File: src/rtl/twos_complement_iter_if.sv
// Handshake bundle for the iterative two's-complement operand conditioner.
// The out_ovf wire exists only when TWC_OVF_FLAG_EN is defined.
interface twos_complement_iter_if #(
    parameter int WIDTH = 11
);
    logic             in_valid;
    logic             in_ready;
    logic [WIDTH-1:0] in_data;
    logic [1:0]       in_mode;
    logic             out_valid;
    logic             out_ready;
    logic [WIDTH-1:0] out_data;
    logic             out_zero;
`ifdef TWC_OVF_FLAG_EN
    logic             out_ovf;

    modport master (
        output in_valid, in_data, in_mode, out_ready,
        input  in_ready, out_valid, out_data, out_zero, out_ovf
    );
    modport slave (
        input  in_valid, in_data, in_mode, out_ready,
        output in_ready, out_valid, out_data, out_zero, out_ovf
    );
`else
    modport master (
        output in_valid, in_data, in_mode, out_ready,
        input  in_ready, out_valid, out_data, out_zero
    );
    modport slave (
        input  in_valid, in_data, in_mode, out_ready,
        output in_ready, out_valid, out_data, out_zero
    );
`endif
endinterface

File: src/rtl/twos_complement_iter.sv
// Multi-cycle operand conditioner: pass / ones' / twos' / abs, resolving CHUNK bits per cycle.
// Optional overflow flag (most-negative operand negated) enabled with TWC_OVF_FLAG_EN.
//
// state | meaning
// IDLE  | ready for an operand; handshake latches operand and resolves inv/cin
// BUSY  | one chunk per cycle, LSB first, ripple carry held between cycles
// DONE  | result valid and held until out_ready
module twos_complement_iter #(
    parameter int WIDTH = 11,
    parameter int CHUNK = 4
) (
    input  logic clk,
    input  logic reset,
    twos_complement_iter_if.slave bus
);
    localparam int NCHUNK = (WIDTH + CHUNK - 1) / CHUNK;
    localparam int IDXW   = (NCHUNK > 1) ? $clog2(NCHUNK) : 1;
    localparam logic [IDXW-1:0] LAST_IDX = IDXW'(NCHUNK - 1);

    typedef enum logic [1:0] {
        IDLE = 2'd0,
        BUSY = 2'd1,
        DONE = 2'd2
    } state_t;

    state_t           state;
    state_t           state_nxt;
    logic [WIDTH-1:0] operand;
    logic [WIDTH-1:0] result;
    logic [WIDTH-1:0] result_nxt;
    logic             inv;
    logic             carry;
    logic             zero_q;
    logic [IDXW-1:0]  idx;
    logic             last;
    logic             mode_inv;
    logic             mode_cin;
    int               shamt;
    logic [CHUNK-1:0] op_chunk;
    logic [CHUNK:0]   sum;
    logic [WIDTH-1:0] mask;
    logic [WIDTH-1:0] placed;

    always_ff @(posedge clk or posedge reset) begin
        if (reset) state <= IDLE;
        else       state <= state_nxt;
    end

    always_comb begin
        state_nxt     = state;
        bus.in_ready  = 1'b0;
        bus.out_valid = 1'b0;
        case (state)
            IDLE: begin
                bus.in_ready = ~reset;
                if (bus.in_valid) state_nxt = BUSY;
            end
            BUSY: begin
                if (last) state_nxt = DONE;
            end
            DONE: begin
                bus.out_valid = 1'b1;
                if (bus.out_ready) state_nxt = IDLE;
            end
            default: state_nxt = IDLE;
        endcase
    end

    // The partial top chunk sees zero-filled operand bits; the mask drops them on write-back.
    always_comb begin
        mode_inv = (bus.in_mode == 2'b01) | (bus.in_mode == 2'b10) |
                   ((bus.in_mode == 2'b11) & bus.in_data[WIDTH-1]);
        mode_cin = (bus.in_mode == 2'b10) |
                   ((bus.in_mode == 2'b11) & bus.in_data[WIDTH-1]);
        last       = (idx == LAST_IDX);
        shamt      = int'(idx) * CHUNK;
        op_chunk   = CHUNK'(operand >> shamt);
        sum        = {1'b0, op_chunk ^ {CHUNK{inv}}} + {{CHUNK{1'b0}}, carry};
        mask       = WIDTH'({CHUNK{1'b1}}) << shamt;
        placed     = WIDTH'(sum[CHUNK-1:0]) << shamt;
        result_nxt = (result & ~mask) | (placed & mask);
    end

`ifdef TWC_OVF_FLAG_EN
    localparam logic [WIDTH-1:0] MOST_NEG = {1'b1, {(WIDTH-1){1'b0}}};
    logic neg;
    logic ovf_q;

    always_ff @(posedge clk or posedge reset) begin
        if (reset) begin
            neg   <= 1'b0;
            ovf_q <= 1'b0;
        end else if (state == IDLE && bus.in_valid) begin
            neg <= mode_cin;
        end else if (state == BUSY && last) begin
            ovf_q <= neg & (operand == MOST_NEG);
        end
    end

    assign bus.out_ovf = ovf_q;
`endif

    always_ff @(posedge clk or posedge reset) begin
        if (reset) begin
            operand <= '0;
            result  <= '0;
            inv     <= 1'b0;
            carry   <= 1'b0;
            idx     <= '0;
            zero_q  <= 1'b0;
        end else begin
            case (state)
                IDLE: begin
                    if (bus.in_valid) begin
                        operand <= bus.in_data;
                        inv     <= mode_inv;
                        carry   <= mode_cin;
                        idx     <= '0;
                    end
                end
                BUSY: begin
                    result <= result_nxt;
                    if (last) begin
                        carry  <= 1'b0;
                        idx    <= '0;
                        zero_q <= (result_nxt == '0);
                    end else begin
                        carry <= sum[CHUNK];
                        idx   <= idx + 1'b1;
                    end
                end
                default: ;
            endcase
        end
    end

    assign bus.out_data = result;
    assign bus.out_zero = zero_q;

endmodule

File: src/flat_wrapper.sv
// flat-port wrapper written by rule: the top's interface ports become plain ports
module twos_complement_iter_flat 
#(
    parameter int WIDTH = 11,
    parameter int CHUNK = 4
)
  (clk, reset, bus_in_valid, bus_in_data, bus_in_mode, bus_out_ready, bus_in_ready, bus_out_valid, bus_out_data, bus_out_zero);
  twos_complement_iter_if #(.WIDTH(WIDTH)) bus_i ();
  input  logic clk;
  input  logic reset;
  input wire logic [$bits(bus_i.in_valid)-1:0] bus_in_valid;
  input wire logic [$bits(bus_i.in_data)-1:0] bus_in_data;
  input wire logic [$bits(bus_i.in_mode)-1:0] bus_in_mode;
  input wire logic [$bits(bus_i.out_ready)-1:0] bus_out_ready;
  output wire logic [$bits(bus_i.in_ready)-1:0] bus_in_ready;
  output wire logic [$bits(bus_i.out_valid)-1:0] bus_out_valid;
  output wire logic [$bits(bus_i.out_data)-1:0] bus_out_data;
  output wire logic [$bits(bus_i.out_zero)-1:0] bus_out_zero;
  assign bus_i.in_valid = bus_in_valid;
  assign bus_i.in_data = bus_in_data;
  assign bus_i.in_mode = bus_in_mode;
  assign bus_i.out_ready = bus_out_ready;
  assign bus_in_ready = bus_i.in_ready;
  assign bus_out_valid = bus_i.out_valid;
  assign bus_out_data = bus_i.out_data;
  assign bus_out_zero = bus_i.out_zero;
  twos_complement_iter #(.WIDTH(WIDTH), .CHUNK(CHUNK)) u_core (.clk(clk), .reset(reset), .bus(bus_i));
endmodule
File: config.mk
export PLATFORM = sky130hd
export DESIGN_NAME = twos_complement_iter_flat
export DESIGN_NICKNAME = d
export VERILOG_FILES = /design/src/rtl/twos_complement_iter_if.sv /design/src/rtl/twos_complement_iter.sv /design/src/flat_wrapper.sv
export SDC_FILE = /design/constraint.sdc
export NUM_CORES = 1
export LEC_CHECK = 0
export ABC_AREA = 1
export BUFFER_PORTS_ARGS = -buffer_cell sky130_fd_sc_hd__clkbuf_2
export CORE_MARGIN = 4
export CORE_UTILIZATION = 53
export DETAILED_ROUTE_END_ITERATION = 10
export HOLD_SLACK_MARGIN = 0.1
export PLACE_DENSITY = 0.78
export SLEW_MARGIN = 10
export SYNTH_ARGS = -nofsm -noshare
export SYNTH_HDL_FRONTEND = slang
export SYNTH_SLANG_ARGS = --single-unit
File: constraint.sdc
create_clock -name clk -period 2.3 [get_ports clk]
set_input_delay 0.115 -clock clk [delete_from_list [all_inputs] [get_ports clk]]
set_output_delay 0.115 -clock clk [all_outputs]
set_load 0.05 [all_outputs]
Word-level counts from Yosys, hierarchy flattened
Index checks and enable logic that the tools add are counted.
Word-level totals
  register bits: 29
  bits in latches: 0
  memory bits (writable): 0
  memory bits (read-only): 0
  bits of input ports: 17
  output and inout port bits: 14
  logic and storage cells: 50
  memories kept: 0
Operators by class
  $add $sub $neg: 2
  $mul: 0
  divide/modulo/power cells: 0
  $lt $le $gt $ge: 0
  eq/ne operators: 9
  shifts and indexed selects: 3
  muxes and demuxes: 12
  bitwise logic cells: 10
  reductions and logical operators: 7
Operators with widths (count)
  bitwise AND 11 bit: 2
  logical NOT 11 bit: 1
  NOT 11 bit: 1
  OR 11 bit: 1
  << shifter 4 x 4 -> 11 bit: 1
  << shifter 4 x 4 -> 11 bit (first input constant): 1
  right shift 11 x 4 -> 4 bit: 1
  two-way mux 2 bit: 5
  == test 2 bit (second input constant): 4
  one-hot mux 2 bit (3 select lines): 1
  AND reduction 2 bit: 3
  adder 4 x 1 -> 5 bit: 1
  == test 2 x 1 -> 1 bit (second input constant): 2
  two-way mux 1 bit: 4
  != test 2 bit (second input constant): 2
  one-hot mux 2 bit (2 select lines): 1
  bitwise XOR 4 bit: 1
  OR 1 bit: 3
  AND reduction 3 bit: 1
  adder 2 x 1 -> 2 bit (second input constant): 1
  logical NOT 2 bit: 1
  != test 2 x 1 -> 1 bit (second input constant): 1
  one-hot mux 1 bit (2 select lines): 1
  nonzero test 2 bit: 1
  other kinds (2): 2

Longest topological paths before layout
  depth in word-level cells: 7
  depth in mapped cells: 13
  gate-level depth less buffers: 12

Least setup slack after synthesis
OpenSTA, ideal clock, no wires.
  kind: register to register
  start point: register u_core.idx[1]
  end point: register u_core.zero_q, in the netlist u_core.bus.out_zero
  setup time: 66 ps
  data arrival time: 1919 ps
  required time: 2234 ps
  path slack: 315 ps
  stages on the path, launching flop included: 13
  path buffers: 0
  clock period less this slack: 1985 ps
  cell sequence: dfrtp_1 -> inv_2 -> nand2_1 -> nor2_1 -> a221oi_1 -> xor2_1 -> ha_1 -> ha_1 -> o21ai_0 -> a21oi_1 -> nor2_1 -> nand2_1 -> nand2_1
On the way
  word-level cells in the longest chain between the ends: 7
  elaborated cells on any way between the ends: 12
  classes of those cells: add/sub: 1; eq/ne: 1; shift: 3; bitwise: 5; reduce/logical: 2
RTL lines
  start: declaration: line twos_complement_iter.sv:34  | logic [IDXW-1:0] idx;
  start signal: assignment: line twos_complement_iter.sv:129  | idx <= idx + 1'b1;
  right shift 11 x 4 -> 4 bit: line twos_complement_iter.sv:77  | op_chunk = CHUNK'(operand >> shamt);
  bitwise XOR 4 bit: line twos_complement_iter.sv:78  | sum = {1'b0, op_chunk ^ {CHUNK{inv}}} + {{CHUNK{1'b0}}, carry};
  adder 4 x 1 -> 5 bit: line twos_complement_iter.sv:78
  << shifter 4 x 4 -> 11 bit: line twos_complement_iter.sv:80  | placed = WIDTH'(sum[CHUNK-1:0]) << shamt;
  bitwise AND 11 bit: line twos_complement_iter.sv:81  | result_nxt = (result & ~mask) | (placed & mask);
  OR 11 bit: line twos_complement_iter.sv:81
  logical NOT 11 bit: line twos_complement_iter.sv:126  | zero_q <= (result_nxt == '0);
  end signal: assignment: line twos_complement_iter.sv:126
  end: declaration: line twos_complement_iter.sv:33  | logic zero_q;
Several ways; a longest one is shown, not always the timed one.
A chain may end at the register's enable or synchronous reset.

Worst setup path after layout
Ends and elaborated chain as after synthesis.

==> flow_summary.toml <==
[detailed_routing]
wl_per_cell_um = 13.34
num_vias = 1425
viasPerCell = 5.239
dr.first_iter.drc_count = 43
routed_wl_um = 3629
drtPass1Iterations = 4
final_antenna_net_count = 0
drc_errors = 0

[setup_path]
crit_required_ps = 2580
critical-path-slowest-cell = "dfrtp_2"
cp_cell_sequence = "buf_4, nor2_2, a221oi_2, xor2_1, ha_1, ha_1, nor2_1, a21oi_1, nor2_1, nand2_1, nand2_1"
worstReg2RegEnd = "u_core.bus.out_zero"
setup.worst_path.start = "u_core.idx[1]"
reg2reg_from = "u_core.idx[1]"
reg2regPathDepth = 11
crit_arrival_ps = 2400
critPathMaxStageDelay_ps = 460
critical_path_class = "reg -> reg"
cp_max_fo = 5
cp-start-kind = "flip-flop"
r2r_slack_ps = 180
crit_path_end_kind = "flip-flop"

[global_routing]
grt_max_degree = 30
grt.overflow.total = 0
grt_pass1_vias = 1433
grt_pass1_wl_um = 6023
antenna_found_initial = 0
track_usage = 0.2282

[timing]
timing.hold.ws_ps = 156.8
final.min_clock_period_ps = 2121
slew_violations = 0
final-hold-violation-count = 0
finClkSkew_ps = 5.518
setup_viol = 0
min_period_over_period = 0.9224
fin_tns_setup_ps = 0
max-slew-margin-rel = 0.7627
rsz0062_at_grt = "no"
tightest_slew_ps = 356.0
fmax_mhz = 471.4

[die]
io_pins = 31
num_rows = 18
fp.dieW_um = 61
core_mm2 = 0.002567
die_h_um = 61
fp.dieArea_mm2 = 0.003721
floorplan.initialDensity = 0.5799

[cts]
numCtsBuffers = 5
clk_pin_slew_ps = 90
cts_tree = "yes"
clockBufferDepth = 2
clk_latency_ps = 340
clock_sinks = 29
htreeDepth = 2
ctsRootBufferMaster = "clkbuf_4"

[pwr]
ir_drop_v = 0.001236
pwr-share-seq = 0.314
swShare = 0.5206
p_sw_uw = 1603
p_leak_uw = 0.001042
powerDensity_mw_per_mm2 = 1595
pwr-share-comb = 0.571
p_int_uw = 1476
finalPower_uw = 3078
clkPwrFrac = 0.115

[synth]
yosys-top-cells-area = "dfrtp_1 (49%), nand2_1 (16%), inv_1 (4.8%)"
synthArstFlopShare = 1.000
synthCells = 186
yosys_warnings = 0
synth-seq-area-share = 0.4874
synth.net_count = 207
ys_ff_latch = 29
yosys.area.top_type = "dfrtp_1"
synth_top_area_share = 0.4874
synth_common_cells = "nand2_1 (65), dfrtp_1 (29), inv_1 (19)"
synth-edff-count = 0
synth_area_mm2 = 0.001489
avgSynthCellArea_um2 = 8.005
synth_top_flop_cell = "dfrtp_1"
yosysMostFrequentCell = "nand2_1"
yosysUniqueCellTypes = 26

[hold_path]
min-delay-start = "bus_in_valid"
whs_path_depth = 4
hold_class = "in -> reg"
holdPathEnd = "u_core.state[0]"

[cells_and_area]
syn2layout_area_growth_pct = 29.66
final_core_util = 0.7519
post-route-cell-area_mm2 = 0.001931
nets = 262
insertedDiodeCount = 0
layout-drive-gt1-share = 0.2645

[placed_design]
gp_congestion = 0.8815
dpl.hpwl_um = 2549
portBuffers = 30
place_area_mm2 = 0.001679

[run_status]
status = "completed"

[flow_run]
maxCapViolCount = 0
[power groups by stage]
stage / clock network, µW / registers [µW] / logic [µW]
3_5_place_dp: 0 / 966 / 1670
2_1_floorplan: 0 / 1250 / 983
4_1_cts: 360 / 959 / 1690
3_3_place_gp: 0 / 960 / 1630
6_report: 354 / 968 / 1760
5_1_grt: 386 / 1000 / 1950
[state kept, by name, indices dropped and copies added, names as in the netlist]
register             cells
u_core.bus.out_data     11
u_core.state             2
u_core.idx               2
u_core.bus.out_zero      1
u_core.operand          11
u_core.carry             1
u_core.inv               1
[stage by stage]
step | cells | setup slack (ps)
after floorplan | 186 | 315.3
after global placement | 246 | 177.0
after detailed placement | 246 | 60.33
after CTS | 268 | 21.50
after global routing | 272 | 21.62
final | 272 | 178.5
[metal layers]
layer / share of wire / track usage / up-vias
met5: 0 / 0 / -
met4: 0.044 / 0.1703 / 0
met3: 0.051 / 0.05319 / 15
met2: 0.52 / 0.4000 / 47
met1: 0.39 / 0.2340 / 658
li1: - / - / 705
[worst max path at each step]
stage	depth (start not counted)	end	slack [ps]
6_report	11	u_core.bus.out_zero	180
5_1_grt	12	u_core.bus.out_zero	20
4_1_cts	12	u_core.bus.out_zero	20
3_5_place_dp	12	u_core.bus.out_zero	60
3_3_place_gp	12	u_core.bus.out_zero	180
2_1_floorplan	12	u_core.bus.out_zero	320
[worst max-delay path: cells and delay by family (launching register included)]
kind | cells | cell delay, ps
compound gates | 2 | 170
xor+xnor | 1 | 150
fa+ha+maj | 2 | 550
buf+inv | 1 | 150
flops | 1 | 460
simple gates | 5 | 590
[final cells by class]
cell class	instances	area (µm²)
flip-flops and latches	29	728.2
multi-input cells	132	666.9
fillers	204	636.9
repair buffers	51	342.8
inverters	22	85.08
clock buffers	7	65.06
well taps	30	37.54
clock inverters	1	5.005
[cell usage in the layout (no fill, tap or decap), types with 5 or more instances in the layout]
| master | instances |
|---|---|
| nand2_2 | 6 |
| dlygate4sd3_1 | 14 |
| buf_4 | 7 |
| inv_1 | 19 |
| o21ai_0 | 10 |
| nand3_1 | 13 |
| nand2_1 | 65 |
| dfrtp_1 | 27 |
| clkbuf_4 | 5 |
| nor2_1 | 8 |
| clkbuf_2 | 30 |
[logic make-up after synthesis]
group / after synthesis / share of synthesized area
and+or+nand+nor: 103 / 0.3067
DFF: 29 / 0.4874
buffers and inverters: 25 / 0.06890
AOI/OAI and AO/OA: 24 / 0.09748
adders and majority gates: 4 / 0.03361
xor gates and xnor gates: 1 / 0.005883
[what timing repair did]
action / CTS / global route
setup endpoints to repair: 0 / 5
setup buffers: 0 / 4
hold buffers: 14 / 0
gates resized for setup: 0 / 5
endpoints found under the hold margin: 42 / 0
Note: power is estimated with default switching activity, not from simulation.
